===== src/rtl/leaf_pkg.sv =====
// Shared BFT leaf packet layout: field offsets/widths and the packed packet type.
// Build macro LEAF_TX_CREDIT_EN (checked by leaf_packet_tx) enables per-port credit flow control.
package leaf_pkg;

    localparam int PKT_VALID_BIT   = 48;
    localparam int PKT_LEAF_LSB    = 43;
    localparam int PKT_LEAF_W      = 5;
    localparam int PKT_PORT_LSB    = 39;
    localparam int PKT_PORT_W      = 4;
    localparam int PKT_ADDR_LSB    = 32;
    localparam int PKT_ADDR_W      = 7;
    localparam int PKT_PAYLOAD_LSB = 0;
    localparam int PKT_PAYLOAD_W   = 32;
    localparam int PKT_W           = 49;

    typedef struct packed {
        logic                     valid;
        logic [PKT_LEAF_W-1:0]    leaf;
        logic [PKT_PORT_W-1:0]    port;
        logic [PKT_ADDR_W-1:0]    addr;
        logic [PKT_PAYLOAD_W-1:0] payload;
    } leaf_packet_t;

    function automatic leaf_packet_t make_packet(
        input logic [PKT_LEAF_W-1:0]    leaf,
        input logic [PKT_PORT_W-1:0]    port,
        input logic [PKT_ADDR_W-1:0]    addr,
        input logic [PKT_PAYLOAD_W-1:0] payload
    );
        leaf_packet_t pkt;
        pkt.valid   = 1'b1;
        pkt.leaf    = leaf;
        pkt.port    = port;
        pkt.addr    = addr;
        pkt.payload = payload;
        return pkt;
    endfunction

endpackage


===== src/rtl/leaf_packet_tx_rr_arbiter.sv =====
// Round-robin arbiter: one-hot grant among requesters, searching from the port after
// the last accepted grant; the pointer only moves when the grant is accepted.
module rr_arbiter #(
    parameter int N = 2
) (
    input  logic         clk,
    input  logic         reset,
    input  logic [N-1:0] req_i,
    input  logic         accept_i,
    output logic [N-1:0] grant_o
);
    localparam int IW = (N > 1) ? $clog2(N) : 1;

    logic [IW-1:0] last_q;
    logic [IW-1:0] last_d;
    logic [IW-1:0] idx;
    logic          found;

    always_comb begin
        grant_o = '0;
        last_d  = last_q;
        found   = 1'b0;
        idx     = '0;
        for (int i = 1; i <= N; i++) begin
            idx = IW'((int'(last_q) + i) % N);
            if (!found && req_i[idx]) begin
                grant_o[idx] = 1'b1;
                last_d       = idx;
                found        = 1'b1;
            end
        end
    end

    // Resetting to the last port makes port 0 the first one searched.
    always_ff @(posedge clk) begin
        if (reset) begin
            last_q <= IW'(N - 1);
        end else if (accept_i) begin
            last_q <= last_d;
        end
    end

endmodule


===== src/rtl/leaf_packet_tx.sv =====
// Leaf-to-BFT packet transmitter: arbitrates user streams into one holding register.
// Build macro LEAF_TX_CREDIT_EN enables per-port receiver credits; undefined = unlimited.
module leaf_packet_tx
    import leaf_pkg::*;
#(
    parameter int PACKET_BITS           = 49,
    parameter int PAYLOAD_BITS          = 32,
    parameter int NUM_LEAF_BITS         = 5,
    parameter int NUM_PORT_BITS         = 4,
    parameter int NUM_ADDR_BITS         = 7,
    parameter int NUM_OUT_PORTS         = 2,
    parameter int FREESPACE_UPDATE_SIZE = 64
) (
    input  logic                                    clk,
    input  logic                                    reset,
    input  logic [NUM_OUT_PORTS*PAYLOAD_BITS-1:0]   din_leaf_user2interface,
    input  logic [NUM_OUT_PORTS-1:0]                vld_user2interface,
    output logic [NUM_OUT_PORTS-1:0]                ack_interface2user,
    input  logic                                    cfg_wr,
    input  logic [$clog2(NUM_OUT_PORTS)-1:0]        cfg_port,
    input  logic [NUM_LEAF_BITS-1:0]                cfg_dest_leaf,
    input  logic [NUM_PORT_BITS-1:0]                cfg_dest_port,
    input  logic                                    credit_vld,
    input  logic [$clog2(NUM_OUT_PORTS)-1:0]        credit_port,
    input  logic                                    bft_ready,
    output logic [PACKET_BITS-1:0]                  dout_leaf_interface2bft,
    input  logic                                    ap_start
);
    localparam int N  = NUM_OUT_PORTS;
    localparam int PW = $clog2(NUM_OUT_PORTS);

    logic [PACKET_BITS-1:0]   pkt_q;
    logic [PACKET_BITS-1:0]   pkt_d;
    logic                     route_vld_q  [N];
    logic [NUM_LEAF_BITS-1:0] route_leaf_q [N];
    logic [NUM_PORT_BITS-1:0] route_port_q [N];
    logic [NUM_ADDR_BITS-1:0] wr_ptr_q     [N];

    logic [N-1:0]  credit_ok;
    logic [N-1:0]  eligible;
    logic [N-1:0]  grant;
    logic [N-1:0]  ack;
    logic          holding_free;
    logic          accept;
    logic [PW-1:0] sel;

    always_comb begin
        holding_free = !pkt_q[PACKET_BITS-1] || bft_ready;
        for (int p = 0; p < N; p++) begin
            eligible[p] = vld_user2interface[p] && route_vld_q[p] && credit_ok[p] && ap_start;
        end
        accept = holding_free && (|eligible) && !reset;
    end

    rr_arbiter #(.N(N)) u_arb (
        .clk      (clk),
        .reset    (reset),
        .req_i    (eligible),
        .accept_i (accept),
        .grant_o  (grant)
    );

    // NOTE: ack is combinational so the user sees the handshake in the same cycle
    // the word is captured; a registered ack would accept one word too many.
    assign ack                = accept ? grant : '0;
    assign ack_interface2user = ack;

    always_comb begin
        sel = '0;
        for (int p = 0; p < N; p++) begin
            if (grant[p]) sel = PW'(p);
        end
    end

    always_comb begin
        pkt_d = pkt_q;
        if (accept) begin
            pkt_d = {1'b1, route_leaf_q[sel], route_port_q[sel], wr_ptr_q[sel],
                     din_leaf_user2interface[sel*PAYLOAD_BITS +: PAYLOAD_BITS]};
        end else if (bft_ready) begin
            pkt_d = '0;
        end
    end

    assign dout_leaf_interface2bft = pkt_q;

    // NOTE: the route table is a handful of flops, so it is reset to "unconfigured"
    // rather than left as an unreset memory.
    always_ff @(posedge clk) begin
        if (reset) begin
            pkt_q <= '0;
            for (int p = 0; p < N; p++) begin
                route_vld_q[p]  <= 1'b0;
                route_leaf_q[p] <= '0;
                route_port_q[p] <= '0;
                wr_ptr_q[p]     <= '0;
            end
        end else begin
            pkt_q <= pkt_d;
            if (cfg_wr) begin
                route_vld_q[cfg_port]  <= 1'b1;
                route_leaf_q[cfg_port] <= cfg_dest_leaf;
                route_port_q[cfg_port] <= cfg_dest_port;
            end
            for (int p = 0; p < N; p++) begin
                if (ack[p]) wr_ptr_q[p] <= wr_ptr_q[p] + 1'b1;
            end
        end
    end

`ifdef LEAF_TX_CREDIT_EN
    localparam int CW         = NUM_ADDR_BITS + 1;
    localparam int CREDIT_MAX = 2 ** NUM_ADDR_BITS;

    logic [CW-1:0] credits_q [N];
    logic [CW-1:0] credits_d [N];
    int            credit_sum;

    // Send and return in the same cycle net out before saturating.
    always_comb begin
        credit_sum = 0;
        for (int p = 0; p < N; p++) begin
            credit_sum = int'(credits_q[p]) - int'(ack[p]);
            if (credit_vld && credit_port == PW'(p)) begin
                credit_sum = credit_sum + FREESPACE_UPDATE_SIZE;
            end
            if (credit_sum > CREDIT_MAX) credit_sum = CREDIT_MAX;
            credits_d[p] = CW'(credit_sum);
            credit_ok[p] = (credits_q[p] != '0);
        end
    end

    always_ff @(posedge clk) begin
        if (reset) begin
            for (int p = 0; p < N; p++) credits_q[p] <= CW'(CREDIT_MAX);
        end else begin
            for (int p = 0; p < N; p++) credits_q[p] <= credits_d[p];
        end
    end
`else
    logic unused_credit;
    assign unused_credit = ^{credit_vld, credit_port};
    assign credit_ok     = '1;
`endif

endmodule


===== config.mk =====
export PLATFORM = sky130hd
export DESIGN_NAME = leaf_packet_tx
export DESIGN_NICKNAME = d
export VERILOG_FILES = /design/src/rtl/leaf_pkg.sv /design/src/rtl/leaf_packet_tx_rr_arbiter.sv /design/src/rtl/leaf_packet_tx.sv
export SDC_FILE = /design/constraint.sdc
export NUM_CORES = 1
export LEC_CHECK = 0
export CAP_MARGIN = 20
export CORE_AREA = 2 2 64 127
export CTS_CLUSTER_SIZE = 30
export DETAILED_ROUTE_END_ITERATION = 8
export DIE_AREA = 0 0 66 129
export PLACE_DENSITY = 0.86
export SKIP_LAST_GASP = 1
export SLEW_MARGIN = 20
export SYNTH_ARGS = -nofsm -noshare
export SYNTH_HDL_FRONTEND = slang
export SYNTH_SLANG_ARGS = --single-unit

===== constraint.sdc =====
create_clock -name clk -period 4.54 [get_ports clk]
set_input_delay 0.454 -clock clk [delete_from_list [all_inputs] [get_ports clk]]
set_output_delay 0.454 -clock clk [all_outputs]
set_load 0.005 [all_outputs]

==> Word-level counts from Yosys, hierarchy flattened <==
Memory sizes are Yosys's and may differ from the RTL's.
Index checks and enable logic that the tools add are counted.
{ "totals": {"regBits": 50, "ramBits": 34, "output_inout_bits": 51, "word_cells": 77, "memories": 4} }
{ "op_classes": {"n_addsub": 4, "order_cmp": 4, "shifts": 1, "mux": 39, "bitwise_logic": 3, "n_reduce_logical": 20} }
{ "memory_table": {"columns": ["memory", "words", "word_bits", "rd", "rd_ports_with_merged_regs", "write_ports", "line", "source"], "rows": [
  ["wr_ptr_q", 2, 7, 3, 0, 2, "leaf_packet_tx.sv:37", "logic [NUM_ADDR_BITS-1:0] wr_ptr_q [N];"],
  ["route_leaf_q", 2, 5, 1, 0, 2, "leaf_packet_tx.sv:35", "logic [NUM_LEAF_BITS-1:0] route_leaf_q [N];"],
  ["route_port_q", 2, 4, 1, 0, 2, "leaf_packet_tx.sv:36", "logic [NUM_PORT_BITS-1:0] route_port_q [N];"],
  ["route_vld_q", 2, 1, 2, 0, 2, "leaf_packet_tx.sv:34", "logic route_vld_q [N];"]
]} }
{ "ops": {"columns": ["operator", "count"], "rows": [
  ["$mux W49", 2],
  ["$shiftx A64 B7 Y32", 1],
  ["$mux W1", 28],
  ["$add A7 B1 Y7 const B", 2],
  ["$mux W7", 2],
  ["$logic_and A1 B1 Y1", 9],
  ["$mux W2", 3],
  ["$mux W5", 1],
  ["$reduce_or A5 Y1", 1],
  ["$lt A1 B2 Y1 const B", 2],
  ["$mux W4", 1],
  ["$reduce_bool A2 Y1", 2],
  ["$reduce_or A4 Y1", 1],
  ["$logic_not A1 Y1", 3],
  ["$add A1 B1 Y1 const B", 2],
  ["$demux W1 S1", 2],
  ["$ge A1 B1 Y1 const B", 2],
  ["$or A1 B1 Y1", 2],
  ["$or A2 B2 Y2", 1],
  ["$reduce_and A2 Y1", 1],
  ["$reduce_or A2 Y1", 1],
  ["$logic_or A1 B1 Y1", 1],
  ["$reduce_or A1 Y1", 1]
]} }

==> Logic depth before layout (Yosys ltp) <==
An unclocked memory read counts as a cell.
{ "depth": {"ltp_word": 14, "ltp_mapped": 6, "depth_no_buf": 5} }

==> Modules after synthesis <==
A second synthesis with hierarchy kept.
{ "unflattened": {"hier_cells": 351, "area_unflattened_um2": 4164.0} }
{ "modules_own_cells": {"columns": ["module", "n_inst", "cells_per_inst", "area_per_inst_um2", "seq_area_each_um2"], "rows": [
  ["leaf_packet_tx", 1, 344, 4102.7, 1981.9],
  ["rr_arbiter", 1, 7, 61.3, 20.0]
]} }

==> Least setup slack after synthesis <==
Ideal clock, no wire load.
{ "synth_path": {"path_kind": "input -> register", "start": "input bft_ready", "end": "memory wr_ptr_q[1][0] (enable)", "arrival_time_ns": 1.551, "path_slack_ns": 2.664, "path_stages": 5, "path_buffers": 1, "cell_sequence": "nand2b_1 nand4_4 a311oi_4 buf_6 or2_1"} }
{ "synth_lines": {"columns": ["item", "line", "source"], "rows": [
  ["from (decl)", "leaf_packet_tx.sv:25", "input logic bft_ready,"],
  ["to (decl)", "leaf_packet_tx.sv:37", null]
]} }

==> Worst setup path in the final report <==
{ "layout_path": {"start": "input reset", "end": "output ack_interface2user[1]"} }
{ "layout_between": {"elab_chain_cells": 3} }
{ "layout_rtl": {"columns": ["item", "line", "source"], "rows": [
  ["from (decl)", "leaf_packet_tx.sv:15", "input logic reset,"],
  ["$logic_not A1 Y1", "leaf_packet_tx.sv:52", "accept = holding_free && (|eligible) && !reset;"],
  ["$logic_and A1 B1 Y1", "leaf_packet_tx.sv:52", null],
  ["$mux W2", "leaf_packet_tx.sv:65", "assign ack = accept ? grant : '0;"],
  ["to (decl)", "leaf_packet_tx.sv:18", "output logic [NUM_OUT_PORTS-1:0] ack_interface2user,"]
]} }
No other way between the ends.

==> run summary <==
## Power and ir drop
- **power density cells** 339 mW/mm2
- **static leakage** 1.94 nW
- **highest ir drop seen on vdd** 0.288 mV

## Layout
- **Sequential cell area** 0.00200 mm2
- **area of combinational cells with multiple inputs** 0.00132 mm2
- **Filler Cells Inserted** 572
- **number of diodes** 0
- **fraction of layout instances using a drive strength above 1** 6.33%
- **Final #Nets** 491
- **growth of design area from synthesis to finish** 48.0%

## Logic synthesis
- **combinational family with the most area after synthesis** simple AND/OR/NAND/NOR gates
- **cell count after synthesis** 279
- **unique cell type count in the Yosys netlist** 33
- **post-synthesis compound-gate area fraction** 16.4%
- **Synth async-reset ratio** 0%
- **basic-gate share of the synthesized area counting and, or, nand and nor cells** 18.2%
- **synthesized-area fraction occupied by adder cells** 0.725%
- **total of warnings raised by yosys** 0
- **area fraction of the dominant cell type after synthesis** 30.2%
- **number of enable-type register cells in the synthesized netlist** 32
- **Most used DFF post-synth** sky130_fd_sc_hd__dfxtp_1
- **proportion of synthesized area in mux cells** 0%
- **parity-gate share of the synthesized area counting xor and xnor cells** 2.54%
- **synthesized netlist net count** 364
- **cell taking the most area after synthesis** sky130_fd_sc_hd__dfxtp_1
- **library cell with the highest instance count after synthesis** sky130_fd_sc_hd__and2_1
- **area of the mapped netlist** 0.00345 mm2
- **most frequent cells after synthesis** sky130_fd_sc_hd__and2_1, sky130_fd_sc_hd__dfxtp_1, sky130_fd_sc_hd__a221o_1, sky130_fd_sc_hd__edfxtp_1, sky130_fd_sc_hd__nor2_1
- **cell types with the largest area share after synthesis** sky130_fd_sc_hd__dfxtp_1, sky130_fd_sc_hd__edfxtp_1, sky130_fd_sc_hd__a221o_1, sky130_fd_sc_hd__and2_1, sky130_fd_sc_hd__buf_6
- **flops & latches, synth** 84
- **post-synthesis sequential area ratio** 58.0%
- **synthesized area divided by synthesized cell count** 12.4 um2

## Min path
- **Min-Delay Path Class** reg -> reg

## CTS
- **number of clock sinks** 84
- **clock tree from TritonCTS** yes
- **post-cts resize count** 0
- **clk slew on worst S/H paths** 0.06 ns
- **latest clock arrival within the worst-skew pair** 0.34 ns
- **total clock buffers created by CTS** 9
- **worst-case clock buffer depth** 2
- **H-tree depth** 3
- **post-cts hold buffer count** 0
- **post-CTS setup buffer count** 0
- **clock tree root buffer cell** sky130_fd_sc_hd__clkbuf_16

## GRT
- **pin count of the biggest net entering global routing** 50
- **number of global-route vias before repair** 2746
- **GR Util All Layers** 21.4%
- **antenna violations before repair** 0
- **global-route congestion overflow total** 0
- **first-pass GRT wire length** 13.7 mm

## STA
- **count of final hold-check violations** 0
- **hold slack** 0.474 ns
- **worst clock skew** 0.00506 ns
- **Max Fclk** 344 MHz
- **worst max-slew margin expressed relative to the limit** 33.8%
- **final critical-path share of the clock period** 64.0%
- **final critical delay including setup and external delays** 2.90 ns
- **final sum of negative setup slack** 0 ns
- **transition time of the tightest slew-check pin** 0.994 ns
- **RSZ-0062 raised after global routing** no
- **number of pins exceeding their max-slew limit in the final report** 0
- **final number of setup-violating endpoints** 0

## Routing
- **via count of the routed design** 2688
- **Final ANT Viol Nets** 0
- **Avg WL per Cell** 17.5 um
- **residual DRC count** 0
- **via density per instance** 5.32
- **Total Routed Length** 8.85 mm
- **number of DRC markers in iteration 0** 170
- **number of iterations in the first detailed-routing pass** 5

## Placement
- **total of buffers placed on input and output ports** 131
- **total half-perimeter wirelength after legalization and detailed placement** 6.36 mm
- **placer's final routability congestion estimate** 0.760

## Setup path
- **worst reg-to-reg setup slack** 2.16 ns
- **crit path max fanout** 15
- **required time reported for the critical path endpoint** 4.09 ns
- **kind of capture point of the worst setup path** output port
- **Data arrival, critical path** 2.45 ns
- **kind of start point of the critical path** input pin
- **classification of the worst setup path** in -> out

## Die
- **top-level I/O count** 134
- **area of the core region** 0.00754 mm2
- **Die X-Extent** 66 um
- **die boundary height** 129 um
- **die area** 0.00851 mm2
- **starting utilization of the core area** 45.7%
- **number of placement rows** 45

## Outcome
- **status** finished clean

## Flow run
- **Max-Cap Viols** 0

[report_power, final]
group / total [mW] / internal [mW] / switching [mW]
Combinational: 0.142 / 0.0936 / 0.0487
Clock: 0.762 / 0.469 / 0.293
Sequential: 0.828 / 0.812 / 0.0160
[cells by family (layout without fill, tap and decap cells)]
logic type      Yosys count  in the layout
fa+ha+maj                 2              2
simple gates            106            106
buf+inv                  21            153
compound gates           56             56
xor+xnor                 10             10
flops                    84             84
[registers in the layout, indices dropped and copies added, names as in the netlist]
| name | flops |
|---|---|
| route_vld_q | 2 |
| u_arb.last_q | 1 |
| dout_leaf_interface2bft | 49 |
| wr_ptr_q | 14 |
| route_port_q | 8 |
| route_leaf_q | 10 |
[cell type report]
class	count	share of cell area (%)
clock buffer	13	5.93
clock inverter	3	0.417
inverter	3	0.221
multi-input combinational	174	25.8
sequential	84	39.2
tap	94	2.30
timing repair buffer	134	26.1
[per-layer routing]
layer	GRT usage, %	up-vias	wire length [um]
met5	0	-	0
met4	12.6	0	316
met3	4.90	22	540
met2	37.9	103	4790
met1	22.5	1271	3210
li1	-	1292	-
[metrics by stage]
step / cells / cell area (um2) / setup WS [ns] / total power, mW / utilization (%)
floorplan: 279 / 3450 / 2.66 / 0.888 / -
global placement: 488 / 4770 / 1.53 / 0.980 / 63.3
detailed placement: 488 / 4770 / 1.46 / 0.987 / 63.3
CTS: 504 / 5100 / 1.61 / 1.75 / 67.6
global route: 505 / 5100 / 1.52 / 1.79 / 67.6
finish: 505 / 5100 / 1.64 / 1.73 / 67.6
[final timing paths]
check,start,depth (start not counted),end
setup reg to reg,route_vld_q[0],5,wr_ptr_q[1][2]
hold / removal,route_port_q[1][3],1,dout_leaf_interface2bft[42]
setup / recovery,reset,5,ack_interface2user[1]
hold reg to reg,route_port_q[1][3],1,dout_leaf_interface2bft[42]
[worst max-delay path, cell delays in order]
cell and delay, ns:
sky130_fd_sc_hd__clkdlybuf4s50_1 0.57, sky130_fd_sc_hd__inv_1 0.26, sky130_fd_sc_hd__nand4_4 0.25, sky130_fd_sc_hd__a311oi_4 0.30, sky130_fd_sc_hd__clkdlybuf4s50_1 0.61
[layout by cell type (no fill, tap or decap), drive strengths merged]
cell	n
o21ai	1
nand2	4
and3	3
dfxtp	52
nand3	6
inv	5
and4b	1
nor4	1
xnor2	6
nor2	17
clkbuf	13
clkdlybuf4s50	131
clkinv	1
a21o	2
nand2b	2
a22o	1
and2	66
nor2b	1
xor2	4
buf	3
o21a	1
o311ai	1
nor3b	1
nand4	1
or2	3
a311oi	1
a221o	48
ha	2
edfxtp	32
a21oi	1
No activity file was read; power rests on OpenSTA's default activity.
